[src/rtl/id_dispatch_buffer_pkg.sv]
// Shared defaults and sizing helpers for the ID-stage dispatch buffer.
package id_dispatch_buffer_pkg;

  localparam int DEF_DEPTH      = 4;
  localparam int DEF_DATA_WIDTH = 32;
  localparam int DEF_ADDR_WIDTH = 32;
  localparam int DEF_RSID_WIDTH = 4;
  localparam int DEF_REG_AW     = 5;
  localparam int DEF_OP_W       = 6;
  localparam int DEF_FUNCT_W    = 6;

  function automatic int cnt_width(input int depth);
    return $clog2(depth + 1);
  endfunction

  function automatic int ptr_width(input int depth);
    return (depth > 1) ? $clog2(depth) : 1;
  endfunction

endpackage

[src/rtl/id_dispatch_buffer_rsid_snoop.sv]
// Replaces a tagged operand with the CDB result when the broadcast tag matches.
module rsid_snoop
  import id_dispatch_buffer_pkg::*;
#(
  parameter int DATA_WIDTH = DEF_DATA_WIDTH,
  parameter int RSID_WIDTH = DEF_RSID_WIDTH
) (
  input  logic                  is_rsid,
  input  logic [DATA_WIDTH-1:0] data,
  input  logic                  cdb_valid,
  input  logic [RSID_WIDTH-1:0] cdb_rsid,
  input  logic [DATA_WIDTH-1:0] cdb_data,
  output logic                  snp_is_rsid,
  output logic [DATA_WIDTH-1:0] snp_data
);

  logic hit;

  assign hit         = is_rsid && cdb_valid && (data[RSID_WIDTH-1:0] == cdb_rsid);
  assign snp_is_rsid = is_rsid && !hit;
  assign snp_data    = hit ? cdb_data : data;

endmodule

[src/rtl/id_dispatch_buffer.sv]
// Decoupling FIFO between ID and issue; buffered tagged operands snoop the CDB
// and the head is forwarded combinationally so dispatch never sees a stale tag.
module id_dispatch_buffer
  import id_dispatch_buffer_pkg::*;
#(
  parameter  int DEPTH      = DEF_DEPTH,
  parameter  int DATA_WIDTH = DEF_DATA_WIDTH,
  parameter  int ADDR_WIDTH = DEF_ADDR_WIDTH,
  parameter  int RSID_WIDTH = DEF_RSID_WIDTH,
  parameter  int REG_AW     = DEF_REG_AW,
  parameter  int OP_W       = DEF_OP_W,
  parameter  int FUNCT_W    = DEF_FUNCT_W,
  localparam int CW         = cnt_width(DEPTH),
  localparam int PW         = ptr_width(DEPTH)
) (
  input  logic                  clk,
  input  logic                  rst,
  input  logic                  flush,
  input  logic                  in_valid,
  output logic                  in_ready,
  input  logic [ADDR_WIDTH-1:0] in_pc,
  input  logic [OP_W-1:0]       in_op,
  input  logic [FUNCT_W-1:0]    in_funct,
  input  logic                  in_is_rsid_1,
  input  logic                  in_is_rsid_2,
  input  logic [DATA_WIDTH-1:0] in_data_1,
  input  logic [DATA_WIDTH-1:0] in_data_2,
  input  logic                  in_wr_en,
  input  logic [REG_AW-1:0]     in_wr_addr,
  input  logic                  cdb_valid,
  input  logic [RSID_WIDTH-1:0] cdb_rsid,
  input  logic [DATA_WIDTH-1:0] cdb_data,
  output logic                  out_valid,
  input  logic                  out_ready,
  output logic [ADDR_WIDTH-1:0] out_pc,
  output logic [OP_W-1:0]       out_op,
  output logic [FUNCT_W-1:0]    out_funct,
  output logic                  out_is_rsid_1,
  output logic                  out_is_rsid_2,
  output logic [DATA_WIDTH-1:0] out_data_1,
  output logic [DATA_WIDTH-1:0] out_data_2,
  output logic                  out_wr_en,
  output logic [REG_AW-1:0]     out_wr_addr,
  output logic [CW-1:0]         count
);

  logic [PW-1:0] rd_ptr, wr_ptr;
  logic [CW-1:0] cnt;
  logic [DEPTH-1:0] valid;

  logic [ADDR_WIDTH-1:0] pc_q      [DEPTH];
  logic [OP_W-1:0]       op_q      [DEPTH];
  logic [FUNCT_W-1:0]    funct_q   [DEPTH];
  logic [DATA_WIDTH-1:0] d1_q      [DEPTH];
  logic [DATA_WIDTH-1:0] d2_q      [DEPTH];
  logic [REG_AW-1:0]     wr_addr_q [DEPTH];
  logic [DEPTH-1:0]      is1_q, is2_q, wr_en_q;

  logic [DATA_WIDTH-1:0] d1_s [DEPTH];
  logic [DATA_WIDTH-1:0] d2_s [DEPTH];
  logic [DEPTH-1:0]      is1_s, is2_s;

  logic                  enq_is1, enq_is2;
  logic [DATA_WIDTH-1:0] enq_d1, enq_d2;
  logic                  head_is1, head_is2;
  logic [DATA_WIDTH-1:0] head_d1, head_d2;

  logic full, empty, do_enq, do_deq;

  // Occupancy alone decides full/empty; equal pointers are ambiguous.
  assign full   = (cnt == CW'(DEPTH));
  assign empty  = (cnt == '0);
  assign do_enq = in_valid && !full;
  assign do_deq = out_ready && !empty;

  assign in_ready  = !full;
  assign out_valid = !empty;
  assign count     = cnt;

  for (genvar g = 0; g < DEPTH; g++) begin : g_entry
    rsid_snoop #(.DATA_WIDTH(DATA_WIDTH), .RSID_WIDTH(RSID_WIDTH)) u_snp_1 (
      .is_rsid(is1_q[g] && valid[g]), .data(d1_q[g]),
      .cdb_valid(cdb_valid), .cdb_rsid(cdb_rsid), .cdb_data(cdb_data),
      .snp_is_rsid(is1_s[g]), .snp_data(d1_s[g])
    );
    rsid_snoop #(.DATA_WIDTH(DATA_WIDTH), .RSID_WIDTH(RSID_WIDTH)) u_snp_2 (
      .is_rsid(is2_q[g] && valid[g]), .data(d2_q[g]),
      .cdb_valid(cdb_valid), .cdb_rsid(cdb_rsid), .cdb_data(cdb_data),
      .snp_is_rsid(is2_s[g]), .snp_data(d2_s[g])
    );
  end

  rsid_snoop #(.DATA_WIDTH(DATA_WIDTH), .RSID_WIDTH(RSID_WIDTH)) u_enq_snp_1 (
    .is_rsid(in_is_rsid_1), .data(in_data_1),
    .cdb_valid(cdb_valid), .cdb_rsid(cdb_rsid), .cdb_data(cdb_data),
    .snp_is_rsid(enq_is1), .snp_data(enq_d1)
  );
  rsid_snoop #(.DATA_WIDTH(DATA_WIDTH), .RSID_WIDTH(RSID_WIDTH)) u_enq_snp_2 (
    .is_rsid(in_is_rsid_2), .data(in_data_2),
    .cdb_valid(cdb_valid), .cdb_rsid(cdb_rsid), .cdb_data(cdb_data),
    .snp_is_rsid(enq_is2), .snp_data(enq_d2)
  );

  rsid_snoop #(.DATA_WIDTH(DATA_WIDTH), .RSID_WIDTH(RSID_WIDTH)) u_head_snp_1 (
    .is_rsid(is1_q[rd_ptr]), .data(d1_q[rd_ptr]),
    .cdb_valid(cdb_valid), .cdb_rsid(cdb_rsid), .cdb_data(cdb_data),
    .snp_is_rsid(head_is1), .snp_data(head_d1)
  );
  rsid_snoop #(.DATA_WIDTH(DATA_WIDTH), .RSID_WIDTH(RSID_WIDTH)) u_head_snp_2 (
    .is_rsid(is2_q[rd_ptr]), .data(d2_q[rd_ptr]),
    .cdb_valid(cdb_valid), .cdb_rsid(cdb_rsid), .cdb_data(cdb_data),
    .snp_is_rsid(head_is2), .snp_data(head_d2)
  );

  always_ff @(posedge clk) begin
    if (!rst || flush) begin
      rd_ptr <= '0;
      wr_ptr <= '0;
      cnt    <= '0;
      valid  <= '0;
    end else begin
      if (do_enq) begin
        valid[wr_ptr] <= 1'b1;
        wr_ptr        <= wr_ptr + PW'(1);
      end
      if (do_deq) begin
        valid[rd_ptr] <= 1'b0;
        rd_ptr        <= rd_ptr + PW'(1);
      end
      case ({do_enq, do_deq})
        2'b10:   cnt <= cnt + CW'(1);
        2'b01:   cnt <= cnt - CW'(1);
        default: cnt <= cnt;
      endcase
    end
  end

  // NOTE: entry payload has no reset; the valid bits and pointers gate it, so
  // clearing the arrays would only add reset fan-out without changing behaviour.
  always_ff @(posedge clk) begin
    for (int i = 0; i < DEPTH; i++) begin
      is1_q[i] <= is1_s[i];
      is2_q[i] <= is2_s[i];
      d1_q[i]  <= d1_s[i];
      d2_q[i]  <= d2_s[i];
    end
    if (do_enq) begin
      pc_q[wr_ptr]      <= in_pc;
      op_q[wr_ptr]      <= in_op;
      funct_q[wr_ptr]   <= in_funct;
      is1_q[wr_ptr]     <= enq_is1;
      is2_q[wr_ptr]     <= enq_is2;
      d1_q[wr_ptr]      <= enq_d1;
      d2_q[wr_ptr]      <= enq_d2;
      wr_en_q[wr_ptr]   <= in_wr_en;
      wr_addr_q[wr_ptr] <= in_wr_addr;
    end
  end

  // Head fields read as zero while empty so stale payload never leaks out.
  assign out_pc        = out_valid ? pc_q[rd_ptr]      : '0;
  assign out_op        = out_valid ? op_q[rd_ptr]      : '0;
  assign out_funct     = out_valid ? funct_q[rd_ptr]   : '0;
  assign out_is_rsid_1 = out_valid && head_is1;
  assign out_is_rsid_2 = out_valid && head_is2;
  assign out_data_1    = out_valid ? head_d1           : '0;
  assign out_data_2    = out_valid ? head_d2           : '0;
  assign out_wr_en     = out_valid && wr_en_q[rd_ptr];
  assign out_wr_addr   = out_valid ? wr_addr_q[rd_ptr] : '0;

endmodule

[config.mk]
export PLATFORM = sky130hd
export DESIGN_NAME = id_dispatch_buffer
export DESIGN_NICKNAME = d
export VERILOG_FILES = /design/src/rtl/id_dispatch_buffer_pkg.sv /design/src/rtl/id_dispatch_buffer_rsid_snoop.sv /design/src/rtl/id_dispatch_buffer.sv
export SDC_FILE = /design/constraint.sdc
export NUM_CORES = 1
export LEC_CHECK = 0
export ABC_AREA = 0
export CORE_MARGIN = 2
export CORE_UTILIZATION = 40
export CTS_CLUSTER_SIZE = 24
export DETAILED_ROUTE_END_ITERATION = 12
export PLACE_DENSITY = 0.63
export RECOVER_POWER = 50
export REMOVE_ABC_BUFFERS = 1
export SYNTH_ARGS = -nofsm -noshare
export SYNTH_HDL_FRONTEND = slang
export SYNTH_SLANG_ARGS = --single-unit
[constraint.sdc]
create_clock -name clk -period 12.5 [get_ports clk]
set_input_delay 2.5 -clock clk [delete_from_list [all_inputs] [get_ports clk]]
set_output_delay 2.5 -clock clk [all_outputs]
set_load 0.03 [all_outputs]
==> results.json <==
{
  "post_drt_via_cell_ratio": 5.40,
  "netlist_top_cells_area": "sky130_fd_sc_hd__edfxtp_1 61%, sky130_fd_sc_hd__mux2_2 13%, sky130_fd_sc_hd__mux4_2 12%",
  "synth_cell_type_count": 33,
  "min-delay-path-class": "flop to flop",
  "run_status": "complete, but fails checks",
  "grt_overflow": 0,
  "cp-end-kind": "output port",
  "floorplan.initialDensity_pct": 40.6,
  "top_cell_type_s_share_of_synthesized_area_pct": 60.9,
  "clk_latency_ns": 0.59,
  "drive_above_1_share_pct": 29.2,
  "dp.final_hpwl_mm": 35.5,
  "seq_area_um2": 14100,
  "port_buffers": 278,
  "clk_pin_slew_worst_paths_ns": 0.06,
  "criticalPathCategory": "input pin to output port",
  "area_delta_synth_final_pct": 23.3,
  "synthCells": 1307,
  "routed_wl_mm": 59.1,
  "worst-endpoint-required_ns": 10.00,
  "cts_setup_buffers": 0,
  "slew_headroom_pct": -120,
  "start_kind": "input pin",
  "grt_pass1_wl_mm": 87.0,
  "power_density_normalized_to_cell_area_nw_per_um2": 134,
  "placedInstanceArea_um2": 26100,
  "finalWeightedCongestion": 0.854,
  "post-synth-top-count-cell": "sky130_fd_sc_hd__edfxtp_1",
  "ys_async_sr_fraction_pct": 0,
  "rsz0062_at_grt": "false",
  "setup-violations-final": 0,
  "worst_ep_arrival_time_ns": 5.99,
  "placedCellCount": 2280,
  "slowest_library_cell_on_the_worst_path": "sky130_fd_sc_hd__dlygate4sd3_1",
  "post_synth_instance_area_um2": 22500,
  "num-fill-cells": 4760,
  "placeableCoreArea_um2": 55300,
  "tritoncts": "yes",
  "timing.critical_path.cells": "dlygate4sd3_1, xor2_1, nor3_1, and2_2, buf_4, mux2i_1, clkdlybuf4s50_1",
  "worst_path_maximum_fanout": 21,
  "detail_route.wl_per_cell_um": 24.8,
  "finish.instance_area_um2": 27700,
  "grt_total_usage_pct": 20.4,
  "final-instance-count-excl-fill": 2382,
  "max-vdd-ir-drop_v": 0.000101,
  "design_power_total_mw": 3.72,
  "worst_clock_skew_ns": 0.0190,
  "total_of_hold_buffers_inserted_after_clock_tree_synthesis": 0,
  "grt_start_max_net_pins": 83,
  "count_of_flip_flops_with_a_built_in_enable_after_synthesis": 456,
  "grt_pass1_vias": 13300,
  "placement_rows": 86,
  "dr.pass1.iters": 5,
  "final-hold-violation-count": 0,
  "yosys_warnings": 0,
  "clock.fmax_mhz": 118,
  "initialDrtViolationCount": 949,
  "worst_slew_pin_slew_ns": 3.29,
  "final_max_slew_viol_count": 297,
  "post_route_worst_hold_slack_ns": 0.496,
  "ctsLongestPathBuffers": 3,
  "cts_resized": 0,
  "ctsHtreeMaxLevel": 2,
  "number_of_cts_inserted_buffers": 52,
  "layout_min_cycle_time_ns": 8.49,
  "final_min_period_over_clock_period_pct": 67.9,
  "synth_sequential_area_ratio_pct": 62.8,
  "synth-main-ff-cell": "sky130_fd_sc_hd__edfxtp_1",
  "multi_input_comb_area_um2": 7980,
  "die_width_um": 241,
  "antenna_found_initial": 12,
  "worst_path_largest_cell_delay_ns": 0.98,
  "num_io_pins": 279,
  "ys_seq_elements": 477,
  "detail-route-antenna-nets": 0,
  "syn-mean-instance-area_um2": 17.2,
  "cts.sinks": 477,
  "synth.top_cells.by_count": "456 x sky130_fd_sc_hd__edfxtp_1, 256 x sky130_fd_sc_hd__mux2_2, 116 x sky130_fd_sc_hd__mux4_2",
  "power_leakage_nw": 8.87,
  "die_area_um2": 58100,
  "failing_checks": "capacitance limit, slew limit",
  "vias": 12900,
  "layout.nets": 1754,
  "cts_root_buffer": "sky130_fd_sc_hd__clkbuf_16",
  "fin_tns_setup_ns": 0,
  "drt_drc_violations_left": 0,
  "fp.dieH_um": 241,
  "yosys.area.top_type": "sky130_fd_sc_hd__edfxtp_1",
  "drv_cap": 8
}
## per-stage QoR
stage	utilization, %	worst slack [ns]
after floorplan	-	2.50
final	50.1	4.01
after global routing	50.1	3.74
after CTS	50.2	4.01
after global placement	47.3	4.07
after detailed placement	47.3	4.03
## report_power, final
part	switching, mW	internal [mW]
logic	0.225	0.196
clock network	0.610	0.871
registers	0.0145	1.81
## sequential cells by signal, indices dropped and copies added (netlist names), named ones only
signal / cells
wr_en_q: 4
funct_q: 24
op_q: 24
count: 3
wr_ptr: 2
is2_q: 4
pc_q: 128
wr_addr_q: 20
d1_q: 128
is1_q: 4
d2_q: 128
rd_ptr: 2
valid: 4
## area by class of cell
class                      count  share of cell area, %
clock buffer                  70                   5.09
clock inverter                24                  0.808
multi-input combinational    734                   28.8
sequential                   477                   51.0
antenna                        8                 0.0723
inverter                      12                  0.163
timing repair buffer         309                   10.7
tap                          748                   3.38
## cell families after synthesis
group,synth area share [%]
multiplexers,27.3
flip-flops,62.8
AO/OA/AOI/OAI,0.868
adder cells (fa/ha/maj),0.590
buffers and inverters,2.14
AND/OR/NAND/NOR,4.29
XOR/XNOR,2.03
## cells in the final DEF (no fill, tap or decap), types with 2 or more instances in the layout
cell                                n
sky130_fd_sc_hd__bufinv_16          4
sky130_fd_sc_hd__o41ai_2            2
sky130_fd_sc_hd__clkinv_1          16
sky130_fd_sc_hd__nand3_1            5
sky130_fd_sc_hd__o21ai_0            4
sky130_fd_sc_hd__nand2_1          110
sky130_fd_sc_hd__clkbuf_16         54
sky130_fd_sc_hd__a21oi_1            7
sky130_fd_sc_hd__dfxtp_4            2
sky130_fd_sc_hd__ha_1               9
sky130_fd_sc_hd__clkinv_2           5
sky130_fd_sc_hd__clkbuf_1          28
sky130_fd_sc_hd__a211oi_1           4
sky130_fd_sc_hd__nand4_1            9
sky130_fd_sc_hd__inv_1              8
sky130_fd_sc_hd__buf_4             19
sky130_fd_sc_hd__o22ai_1            8
sky130_fd_sc_hd__nor2_1            11
sky130_fd_sc_hd__mux4_2           116
sky130_fd_sc_hd__xor2_1            32
sky130_fd_sc_hd__clkdlybuf4s50_1  221
sky130_fd_sc_hd__diode_2            8
sky130_fd_sc_hd__nand2b_1           3
sky130_fd_sc_hd__o41ai_1            4
sky130_fd_sc_hd__nor2_4             8
sky130_fd_sc_hd__edfxtp_1         456
sky130_fd_sc_hd__and2_1            50
sky130_fd_sc_hd__nor4_2             2
sky130_fd_sc_hd__xnor2_1           20
sky130_fd_sc_hd__mux2i_1           64
sky130_fd_sc_hd__mux2_2           256
sky130_fd_sc_hd__and3_1             2
sky130_fd_sc_hd__dlygate4sd3_1     57
sky130_fd_sc_hd__dfxtp_1           19
## metal layers
layer  vias up  GRT usage [%]  routed length, um
met1      6624           28.3              26000
met2       409           32.6              27800
met4        16           5.14               1100
met5         -              0                105
met3        96           4.62               4030
li1       5722              -                  -
## path summary, 6_finish.rpt
kind / start / slack (ns) / cells past startpoint / end
max: cdb_rsid[2] / 4.01 / 7 / out_data_2[9]
min: is1_q[0]$_DFF_P_ / 0.50 / 2 / is1_q[0]$_DFF_P_
max reg2reg: count[0]$_SDFFE_PP0P_ / 7.98 / 6 / pc_q[3][0]$_DFFE_PP_
min reg2reg: is1_q[0]$_DFF_P_ / 0.50 / 2 / is1_q[0]$_DFF_P_
## worst max-delay path: cells and delay by family
kind	cells	cell delay, ns
and+or+nand+nor	2	0.89
muxes	1	0.26
xor gates and xnor gates	1	0.15
buffers and inverters	3	2.17
Power figures use the tool's default switching activity.
